==> config.mk <==
export PLATFORM = sky130hd
export DESIGN_NAME = depth_test_unit
export DESIGN_NICKNAME = d
export VERILOG_FILES = /design/src/rtl/depth_test_unit.sv
export SDC_FILE = /design/constraint.sdc
export NUM_CORES = 1
export LEC_CHECK = 0
export BUFFER_PORTS_ARGS = -buffer_cell sky130_fd_sc_hd__buf_2
export CAP_MARGIN = 40
export CORE_ASPECT_RATIO = 1.2
export CORE_MARGIN = 5
export CORE_UTILIZATION = 55
export DETAILED_ROUTE_END_ITERATION = 6
export GPL_TIMING_DRIVEN = 0
export PLACE_DENSITY = 0.81
export SLEW_MARGIN = 20
export SYNTH_ARGS = -nofsm -noshare
export SYNTH_HDL_FRONTEND = slang
export SYNTH_SLANG_ARGS = --single-unit
==> constraint.sdc <==
create_clock -name clk -period 6.7 [get_ports clk]
set_input_delay 0.335 -clock clk [delete_from_list [all_inputs] [get_ports clk]]
set_output_delay 0.335 -clock clk [all_outputs]
set_load 0.1 [all_outputs]
==> src/rtl/depth_test_unit.sv <==
// depth_test_unit: z-buffer depth test on the rasterizer fragment stream, plus a frame-clear sweep.
// Latency: fragment presented in cycle t -> depth/colour write strobes in cycle t+2; 1 fragment/cycle.
// Backpressure: none; fragments (and i_finished) arriving while o_ready=0 are silently dropped.
//
// Ports: fragment in (i_fb_addr/i_fb_write_en/i_depth/i_color), i_finished, i_clear;
//        depth BRAM read (o_zb_read_addr, i_zb_read_data one cycle later, read-first);
//        depth BRAM write (o_zb_write_*), frame buffer write (o_fb_write_*);
//        status o_ready, o_clear_busy, o_frame_done.
// Optional macro DEPTH_TEST_STATS_EN adds saturating o_pass_count / o_fail_count outputs.
module depth_test_unit #(
    parameter int                  DATAWIDTH     = 12,
    parameter int                  COLORWIDTH    = 4,
    parameter int                  ADDRWIDTH     = 16,
    parameter int                  SCREEN_WIDTH  = 160,
    parameter int                  SCREEN_HEIGHT = 120,
    parameter logic [COLORWIDTH-1:0] CLEAR_COLOR = '0
) (
    input  logic                  clk,
    input  logic                  rstn,
    input  logic [ADDRWIDTH-1:0]  i_fb_addr,
    input  logic                  i_fb_write_en,
    input  logic [DATAWIDTH-1:0]  i_depth,
    input  logic [COLORWIDTH-1:0] i_color,
    input  logic                  i_finished,
    input  logic                  i_clear,
    output logic [ADDRWIDTH-1:0]  o_zb_read_addr,
    input  logic [DATAWIDTH-1:0]  i_zb_read_data,
    output logic [ADDRWIDTH-1:0]  o_zb_write_addr,
    output logic                  o_zb_write_en,
    output logic [DATAWIDTH-1:0]  o_zb_write_data,
    output logic [ADDRWIDTH-1:0]  o_fb_write_addr,
    output logic                  o_fb_write_en,
    output logic [COLORWIDTH-1:0] o_fb_write_data,
    output logic                  o_ready,
    output logic                  o_clear_busy,
`ifdef DEPTH_TEST_STATS_EN
    output logic [31:0]           o_pass_count,
    output logic [31:0]           o_fail_count,
`endif
    output logic                  o_frame_done
);

    localparam int                   FB_SIZE   = SCREEN_WIDTH * SCREEN_HEIGHT;
    localparam logic [ADDRWIDTH-1:0] LAST_ADDR = ADDRWIDTH'(FB_SIZE - 1);
    localparam logic [DATAWIDTH-1:0] DEPTH_MAX = '1;

    typedef enum logic [1:0] {IDLE, DRAIN, CLEAR} state_t;

    state_t                 state, next_state;
    logic                   ready_q, busy_q;
    logic                   drain_cnt;
    logic [ADDRWIDTH-1:0]   clr_addr;

    // S1: fragment waiting for BRAM data
    logic                   s1_vld;
    logic [ADDRWIDTH-1:0]   s1_addr;
    logic [DATAWIDTH-1:0]   s1_depth;
    logic [COLORWIDTH-1:0]  s1_color;
    // S2: passed fragment, write being issued this cycle
    logic                   s2_we;
    logic [ADDRWIDTH-1:0]   s2_addr;
    logic [DATAWIDTH-1:0]   s2_depth;
    logic [COLORWIDTH-1:0]  s2_color;
    // S3: write issued last cycle; BRAM is read-first so reads launched with it still miss it
    logic                   s3_we;
    logic [ADDRWIDTH-1:0]   s3_addr;
    logic [DATAWIDTH-1:0]   s3_depth;

    logic                   fin_d1, fin_d2;
    logic                   accept;
    logic                   clearing;
    logic [DATAWIDTH-1:0]   stored;
    logic                   pass;

    assign accept         = i_fb_write_en & ready_q;
    assign clearing       = (state == CLEAR);
    assign o_zb_read_addr = i_fb_addr;
    assign o_ready        = ready_q;
    assign o_clear_busy   = busy_q;
    assign o_frame_done   = fin_d2;

    // Newest in-flight write to the same address wins over the BRAM data.
    always_comb begin
        stored = i_zb_read_data;
        if (s2_we && (s2_addr == s1_addr)) begin
            stored = s2_depth;
        end else if (s3_we && (s3_addr == s1_addr)) begin
            stored = s3_depth;
        end
        pass = s1_vld && (s1_depth < stored);
    end

    always_comb begin
        next_state = state;
        case (state)
            IDLE:    if (i_clear && ready_q)       next_state = DRAIN;
            DRAIN:   if (drain_cnt)                next_state = CLEAR;
            CLEAR:   if (clr_addr == LAST_ADDR)    next_state = IDLE;
            default:                               next_state = IDLE;
        endcase
    end

    always_ff @(posedge clk or negedge rstn) begin
        if (!rstn) begin
            state     <= IDLE;
            ready_q   <= 1'b0;
            busy_q    <= 1'b0;
            drain_cnt <= 1'b0;
            clr_addr  <= '0;
        end else begin
            state     <= next_state;
            ready_q   <= (next_state == IDLE);
            busy_q    <= (next_state != IDLE);
            drain_cnt <= (state == DRAIN) ? ~drain_cnt : 1'b0;
            if (clearing && (clr_addr != LAST_ADDR)) begin
                clr_addr <= clr_addr + 1'b1;
            end else begin
                clr_addr <= '0;
            end
        end
    end

    always_ff @(posedge clk or negedge rstn) begin
        if (!rstn) begin
            s1_vld   <= 1'b0;
            s1_addr  <= '0;
            s1_depth <= '0;
            s1_color <= '0;
            s2_we    <= 1'b0;
            s2_addr  <= '0;
            s2_depth <= '0;
            s2_color <= '0;
            s3_we    <= 1'b0;
            s3_addr  <= '0;
            s3_depth <= '0;
            fin_d1   <= 1'b0;
            fin_d2   <= 1'b0;
        end else begin
            s1_vld   <= accept;
            s1_addr  <= i_fb_addr;
            s1_depth <= i_depth;
            s1_color <= i_color;
            s2_we    <= pass;
            s2_addr  <= s1_addr;
            s2_depth <= s1_depth;
            s2_color <= s1_color;
            s3_we    <= s2_we;
            s3_addr  <= s2_addr;
            s3_depth <= s2_depth;
            fin_d1   <= i_finished & ready_q;
            fin_d2   <= fin_d1;
        end
    end

    // The sweep owns the write ports during CLEAR; the pipeline is already drained then.
    always_comb begin
        o_zb_write_en   = s2_we | clearing;
        o_zb_write_addr = clearing ? clr_addr  : s2_addr;
        o_zb_write_data = clearing ? DEPTH_MAX : s2_depth;
        o_fb_write_en   = s2_we | clearing;
        o_fb_write_addr = clearing ? clr_addr    : s2_addr;
        o_fb_write_data = clearing ? CLEAR_COLOR : s2_color;
    end

`ifdef DEPTH_TEST_STATS_EN
    always_ff @(posedge clk or negedge rstn) begin
        if (!rstn) begin
            o_pass_count <= '0;
            o_fail_count <= '0;
        end else if ((next_state == CLEAR) && (state != CLEAR)) begin
            o_pass_count <= '0;
            o_fail_count <= '0;
        end else if (s1_vld) begin
            if (pass) begin
                if (o_pass_count != '1) o_pass_count <= o_pass_count + 1'b1;
            end else begin
                if (o_fail_count != '1) o_fail_count <= o_fail_count + 1'b1;
            end
        end
    end
`endif

endmodule

==> out/metrics.yaml, run 1 <==
run_status:
  status: "finished clean"
timing:
  hold_slack_ns: 0.0495
  setup-tns-final_ns: 0
  setup_violations: 0
  fin_crit_ns: 3.49
  period_share: 0.521
  clock_skew_ns: 0.0108
  worst_pin_slew_ns: 0.541
  clock.fmax_mhz: 286
  relSlewSlack: 0.639
  final_hold_viol_count: 0
  drv_slew: 0
  rsz0062_at_grt: "false"
global_route:
  overflow: 0
  grt_max_degree: 66
  grt_use_total: 0.221
  antenna_found_initial: 0
  grt_pass1_vias: 3652
  grt_pass1_wl_um: 18300
clock_tree:
  cts_tree: "done"
  path_clk_slew_ns: 0.06
  cts.repair.resized: 0
  clock-sinks: 118
  ctsLongestPathBuffers: 2
  htreeDepth: 4
  insertion_delay_ns: 0.50
  cts-root-buf: "clkbuf_8"
  numCtsBuffers: 17
critical_path:
  cp_max_fo: 10
  slowest_delay_ns: 0.42
  critPathBufInv: 1
  start_kind: "flop"
  worstPathArrival_ns: 3.93
  endpoint_kind: "flop"
  cp_common_cell: "a21o_1"
  worstPathRequired_ns: 7.13
  cp_cell_sequence: "xor2_1 -> nor3_2 -> nand4_1 -> or3_4 -> buf_6 -> mux2_4 -> mux2i_1 -> ha_1 -> a21o_1 -> a21o_1 -> a211o_1 -> a211oi_1 -> and2_0 -> a41o_1"
  cp_slowest_cell: "dfrtp_1"
  cp_top_family: "compound AO/OA/AOI/OAI gates"
  timing_worst_setup_path_type: "reg2reg"
yosys:
  synth_edf_count: 0
  synth_top_family_by_area: "simple AND/OR/NAND/NOR gates"
  syn_nets: 434
  synthAdderAreaFrac: 0.0306
  synth_compound_area_frac: 0.0245
  synth_area_per_cell_um2: 13.1
  synth_top_area_share: 0.602
  synth.area.top_cells: "dfrtp_1 60%, buf_4 5.1%, xnor2_1 4.6%, mux2_2 4.1%, ha_1 3.1%"
  ys_ff_latch: 118
  yosys.area.top_type: "dfrtp_1"
  synthFlopType: "dfrtp_1"
  synth_xor_xnor_area_share: 0.0768
  syn_inst: 373
  synthMuxAreaShare: 0.0913
  synth_warnings: 0
  synthArstFlopShare: 1.00
  synth.distinct_cells: 42
  synth.cell_area_mm2: 0.00490
  synthSimpleGateAreaFrac: 0.114
  yosysSeqAreaShare: 0.602
finish:
  multiInputGateArea_mm2: 0.00165
  final_cells: 673
  diodes: 0
  drive_gt1_frac: 0.388
  nNetsFinal: 604
  final_cell_mix: "118 x dfrtp_1, 117 x buf_2, 33 x buf_4, 33 x dlygate4sd3_1, 26 x xnor2_1"
  mostFrequentLayoutCell: "dfrtp_1"
  area.growth.synth_to_final_pct: 34.9
  regArea_mm2: 0.00295
  fillers: 518
route:
  wl_per_cell_um: 16.2
  antenna_left: 0
  met2_wirelength_um: 5840
  routed_wl_um: 10900
  wl_met3_um: 429
  wl_met1_um: 4360
  detail_route.iter0.violations: 161
  post-route-drc-count: 0
  via_per_inst: 5.02
  route.vias.total: 3378
  dr.pass1.iters: 4
  routed.top_layer: "met4"
placement:
  gp_routability_congestion: 0.858
  dpl.cell_count: 608
  hpwl_um: 7420
  io_buffer_count: 117
floorplanning:
  die-area_mm2: 0.0109
  die_w_um: 96.2
  io_pins: 118
  rows: 37
  design.core.area_mm2: 0.00866
  start_util: 0.566
  die_h_um: 113
power:
  ir_drop_mv: 0.370
  p_leak_nw: 3.21
  powerDensity_mw_per_mm2: 414
min_path:
  hold_path.class: "in2reg"
job:
  cap_violations: 0
-- cell type report --
cell class,instances,share of cell area
timing repair buffer,151,0.144
sequential,118,0.447
buffer,40,0.0428
multi-input combinational,211,0.250
inverter,4,0.00227
tap,117,0.0221
clock buffer,19,0.0668
clock inverter,13,0.0259
-- final timing paths --
kind / slack (ns) / depth (start not counted) / to / from
min in group asynchronous: 0.35 / 2 / s1_addr[9] / rstn
max in group asynchronous: 5.69 / 3 / s3_addr[2] / rstn
hold reg to reg: 0.35 / 0 / o_frame_done / fin_d1
setup / recovery: 3.21 / 14 / s2_we / s1_addr[9]
hold / removal: 0.05 / 2 / fin_d1 / i_finished
setup reg to reg: 3.21 / 14 / s2_we / s1_addr[9]
-- cell usage after synthesis, types with 5 or more instances --
cell type / instances
dfrtp_1: 118
buf_4: 33
xnor2_1: 26
mux2_2: 18
nor2_1: 17
xor2_1: 17
nand2_1: 16
nand2b_1: 14
ha_1: 12
mux2i_1: 11
mux2_4: 9
nand4_1: 8
nand3_1: 7
and2_1: 6
nor3_1: 6
a21o_1: 5
-- flip-flops by register name (all words and copies together), names as in the netlist --
register	count
s3_depth	12
s3_addr	16
drain_cnt	1
s2_we	1
s1_depth	12
s3_we	1
o_frame_done	1
o_ready	1
s2_color	4
s2_addr	16
state	2
s1_vld	1
s1_addr	16
s2_depth	12
o_clear_busy	1
clr_addr	16
s1_color	4
fin_d1	1
-- per-layer routing --
layer,vias up,track usage
met3,22,0.0435
met2,95,0.377
met1,1680,0.267
li1,1581,-
met4,0,0.102
met5,-,0
-- repair_timing --
item                      CTS  global route
buffers inserted            0             0
hold buffers               33             0
hold endpoints to repair   85             0
-- worst reg2reg max path, delay by kind of cell, from the launching register on --
kind	cells	cell delay, ns
buffers and inverters	1	0.18
AND/OR/NAND/NOR	4	0.94
XOR/XNOR	1	0.19
flip-flops	1	0.42
adder cells (fa/ha/maj)	1	0.26
multiplexers	2	0.44
AO/OA/AOI/OAI	5	0.97
-- stage by stage --
| stage | total power [mW] | setup slack (ns) | util | area [um2] |
|---|---|---|---|---|
| after detailed placement | 1.82 | 3.28 | 0.655 | 5670 |
| after global routing | 2.84 | 2.98 | 0.764 | 6610 |
| after CTS | 2.76 | 3.20 | 0.764 | 6610 |
| after floorplan | 1.66 | 2.71 | - | 4900 |
| after global placement | 1.81 | 3.28 | 0.651 | 5640 |
| final | 2.74 | 3.21 | 0.764 | 6610 |
-- power by group --
part           internal, mW  switching (mW)  total, mW  leakage [nW]
combinational         0.203           0.814       1.02          1.51
sequential            0.768          0.0396      0.807          1.42
clock                 0.590           0.326      0.916         0.284
total                  1.56            1.18       2.74          3.21
-- logic make-up after synthesis --
family / count (synthesis)
flip-flops: 118
AND/OR/NAND/NOR: 100
buffers and inverters: 44
XOR/XNOR: 43
multiplexers: 38
AO/OA/AOI/OAI: 18
adder cells (fa/ha/maj): 12
(Power assumes the default switching activity.)
==> inputs of run 2 (changes only) <==
Settings changed: ABC_AREA set to 1, CORE_UTILIZATION 55 to 49, PLACE_DENSITY 0.81 to 0.75.
Clock period 6.7 ns to 2.8 ns, I/O delays scaled along.
==> run 2 against run 1 <==
Effect of this change: the run now ends with setup timing left; clock-buffer cell count rose by 7; design area rose by 8.0%; die area increased by 19%; area after synthesis grew 8.1%; sequential power is 140% higher; worst setup slack worse by 3.3 ns; clock skew fell by 0.0031 ns; via count rose by 32%; combinational power grew 150%; critical path type unchanged; critical endpoint unchanged; highest routed layer unchanged.
==> out/metrics.yaml, run 2 <==
placement:
  postPlaceCellArea_mm2: 0.00608
  io_buffer_count: 117
  dp_slack_ns: -0.302
  dpl.cell_count: 838
  gp_routability_congestion: 0.872
  hpwl_um: 9300
yosys:
  yosys.area.top_type: "dfrtp_1"
  synthFlopType: "dfrtp_1"
  synth.distinct_cells: 31
  syn_nets: 652
  synth_common_cells: "158 x nand2_1, 118 x dfrtp_1, 74 x inv_1, 49 x nor2_1, 39 x o21ai_0"
  synth.cell_area_mm2: 0.00530
  syn_inst: 591
  ys_ff_latch: 118
  synth_top_area_share: 0.557
  synth.area.top_cells: "dfrtp_1 56%, nand2_1 11%, inv_1 5.2%, buf_4 4.7%, o21ai_0 3.7%"
  synth_most_common_cell: "nand2_1"
  synth_edf_count: 0
  synth_warnings: 0
  yosysSeqAreaShare: 0.557
  synth_area_per_cell_um2: 8.97
  synthArstFlopShare: 1.00
timing:
  period_share: 1.02
  drv_slew: 0
  worst_pin_slew_ns: 0.503
  relSlewSlack: 0.667
  fin_ws_ns: -0.0465
  setup-tns-final_ns: -0.0465
  clock_skew_ns: 0.00776
  clock.fmax_mhz: 351
  fin_crit_ns: 2.85
  setup_violations: 1
  final_hold_viol_count: 0
  hold_slack_ns: 0.0267
  rsz0062_at_grt: "true"
finish:
  design_area_mm2: 0.00714
  nNetsFinal: 833
  final_cell_mix: "158 x nand2_1, 118 x dfrtp_1, 116 x buf_2"
  final_cells: 912
  diodes: 0
  mostFrequentLayoutCell: "nand2_1"
  area.growth.synth_to_final_pct: 34.8
  final_util: 0.676
  drive_gt1_frac: 0.304
clock_tree:
  numCtsBuffers: 17
  ctsLongestPathBuffers: 2
  cts_tree: "done"
  insertion_delay_ns: 0.41
  htreeDepth: 4
  clock-sinks: 118
  cts-root-buf: "clkbuf_16"
  path_clk_slew_ns: 0.05
route:
  routed_wl_um: 13200
  dr.pass1.iters: 4
  wl_per_cell_um: 14.5
  antenna_left: 0
  post-route-drc-count: 0
  detail_route.iter0.violations: 223
  route.vias.total: 4464
  via_per_inst: 4.89
critical_path:
  regToRegSetupSlack_ns: -0.05
  r2r-start: "s2_addr[6]"
  worstPathArrival_ns: 3.18
  start_kind: "flop"
  crit_path_start: "s2_addr[6]"
  endpoint_kind: "flop"
  cp_max_fo: 7
  reg2reg_depth: 16
  worstPathRequired_ns: 3.13
  timing_worst_setup_path_type: "reg2reg"
  r2r-end: "s2_we"
global_route:
  grt_use_total: 0.210
  overflow: 0
  grt_pass1_vias: 4444
  grt_pass1_wl_um: 21300
  grt_max_degree: 84
  antenna_found_initial: 0
floorplanning:
  io_pins: 118
  die_w_um: 105
  die_h_um: 124
  start_util: 0.501
  design.core.area_mm2: 0.0106
  die-area_mm2: 0.0130
  rows: 41
run_status:
  status: "finished, violations left"
  violations: "setup timing"
power:
  ir_drop_mv: 0.650
  p_leak_nw: 3.75
  powerDensity_mw_per_mm2: 899
  power_mw: 6.42
min_path:
  hold-path-cell-count: 2
  hold_path.class: "in2reg"
  hold_start: "i_clear"
  min_to: "state[0]"
job:
  cap_violations: 0
## run 2: cell types whose count changed in the layout (fill, tap and decap cells not counted), sizes merged, moves of 9 or more
cell	change
buf	+10
inv	+69
mux2	-27
mux2i	-11
nand2	+144
nand2b	-14
nand3	+9
nor2	+38
o21ai	+36
or2	+16
xnor2	-25
## run 2: how the worst max path moves through the flow
| stage | endpoint | slack [ns] | cells past startpoint |
|---|---|---|---|
| 6_report | s2_we | -0.05 | 16 |
| 5_1_grt | s2_we | -0.21 | 18 |
| 4_1_cts | s2_we | -0.01 | 16 |
| 3_5_place_dp | s2_we | -0.30 | 16 |
| 3_3_place_gp | s2_we | -0.24 | 16 |
| 2_1_floorplan | o_zb_write_addr[11] | -0.83 | 5 |
## run 2: repair_timing
item / 4_1_cts / 5_1_grt
hold endpoints to repair: 69 / 0
pin swaps: 3 / 6
gates resized for setup: 15 / 17
endpoints found under the setup margin: 1 / 9
cloned: 0 / 0
buffers inserted: 3 / 6
hold buffers: 35 / 0
## run 2: report_power, final
part | internal, mW | switching (mW) | total (mW)
clock network | 1.30 | 0.709 | 2.01
logic | 0.459 | 2.04 | 2.50
registers | 1.84 | 0.0836 | 1.92
## run 2: logic make-up after synthesis
family / share of synthesized area
and+or+nand+nor: 0.237
xor gates and xnor gates: 0.0182
adders and majority gates: 0.0283
AOI/OAI and AO/OA: 0.0515
DFF: 0.557
buffers and inverters: 0.108
## run 2: worst max-delay path: stages, from the launching register on
cell      delay (ns)
dfrtp_1         0.40
xor2_1          0.20
nor2_2          0.12
nand4_1         0.11
nor4_2          0.29
nand4_1         0.20
buf_6           0.19
nand2_1         0.06
o21ai_0         0.08
ha_1            0.34
a21oi_2         0.17
nor2_1          0.07
a211oi_2        0.15
o21ai_1         0.08
nand3_1         0.07
nand4_1         0.11
a21oi_2         0.13
## run 2: layer usage
metal / routed length (um) / GRT usage
met1: 5520 / 0.256
met2: 6800 / 0.362
met3: 580 / 0.0467
met4: 354 / 0.0879
met5: 0 / 0
## run 2: area by class of cell
type | instances | area, um2
inverters | 76 | 285
clock inverters | 4 | 45.0
well taps | 129 | 161
clock buffers | 26 | 499
multi-input cells | 356 | 1860
fillers | 819 | 3420
repair buffers | 162 | 1040
flip-flops and latches | 118 | 2950
plain buffers | 41 | 304
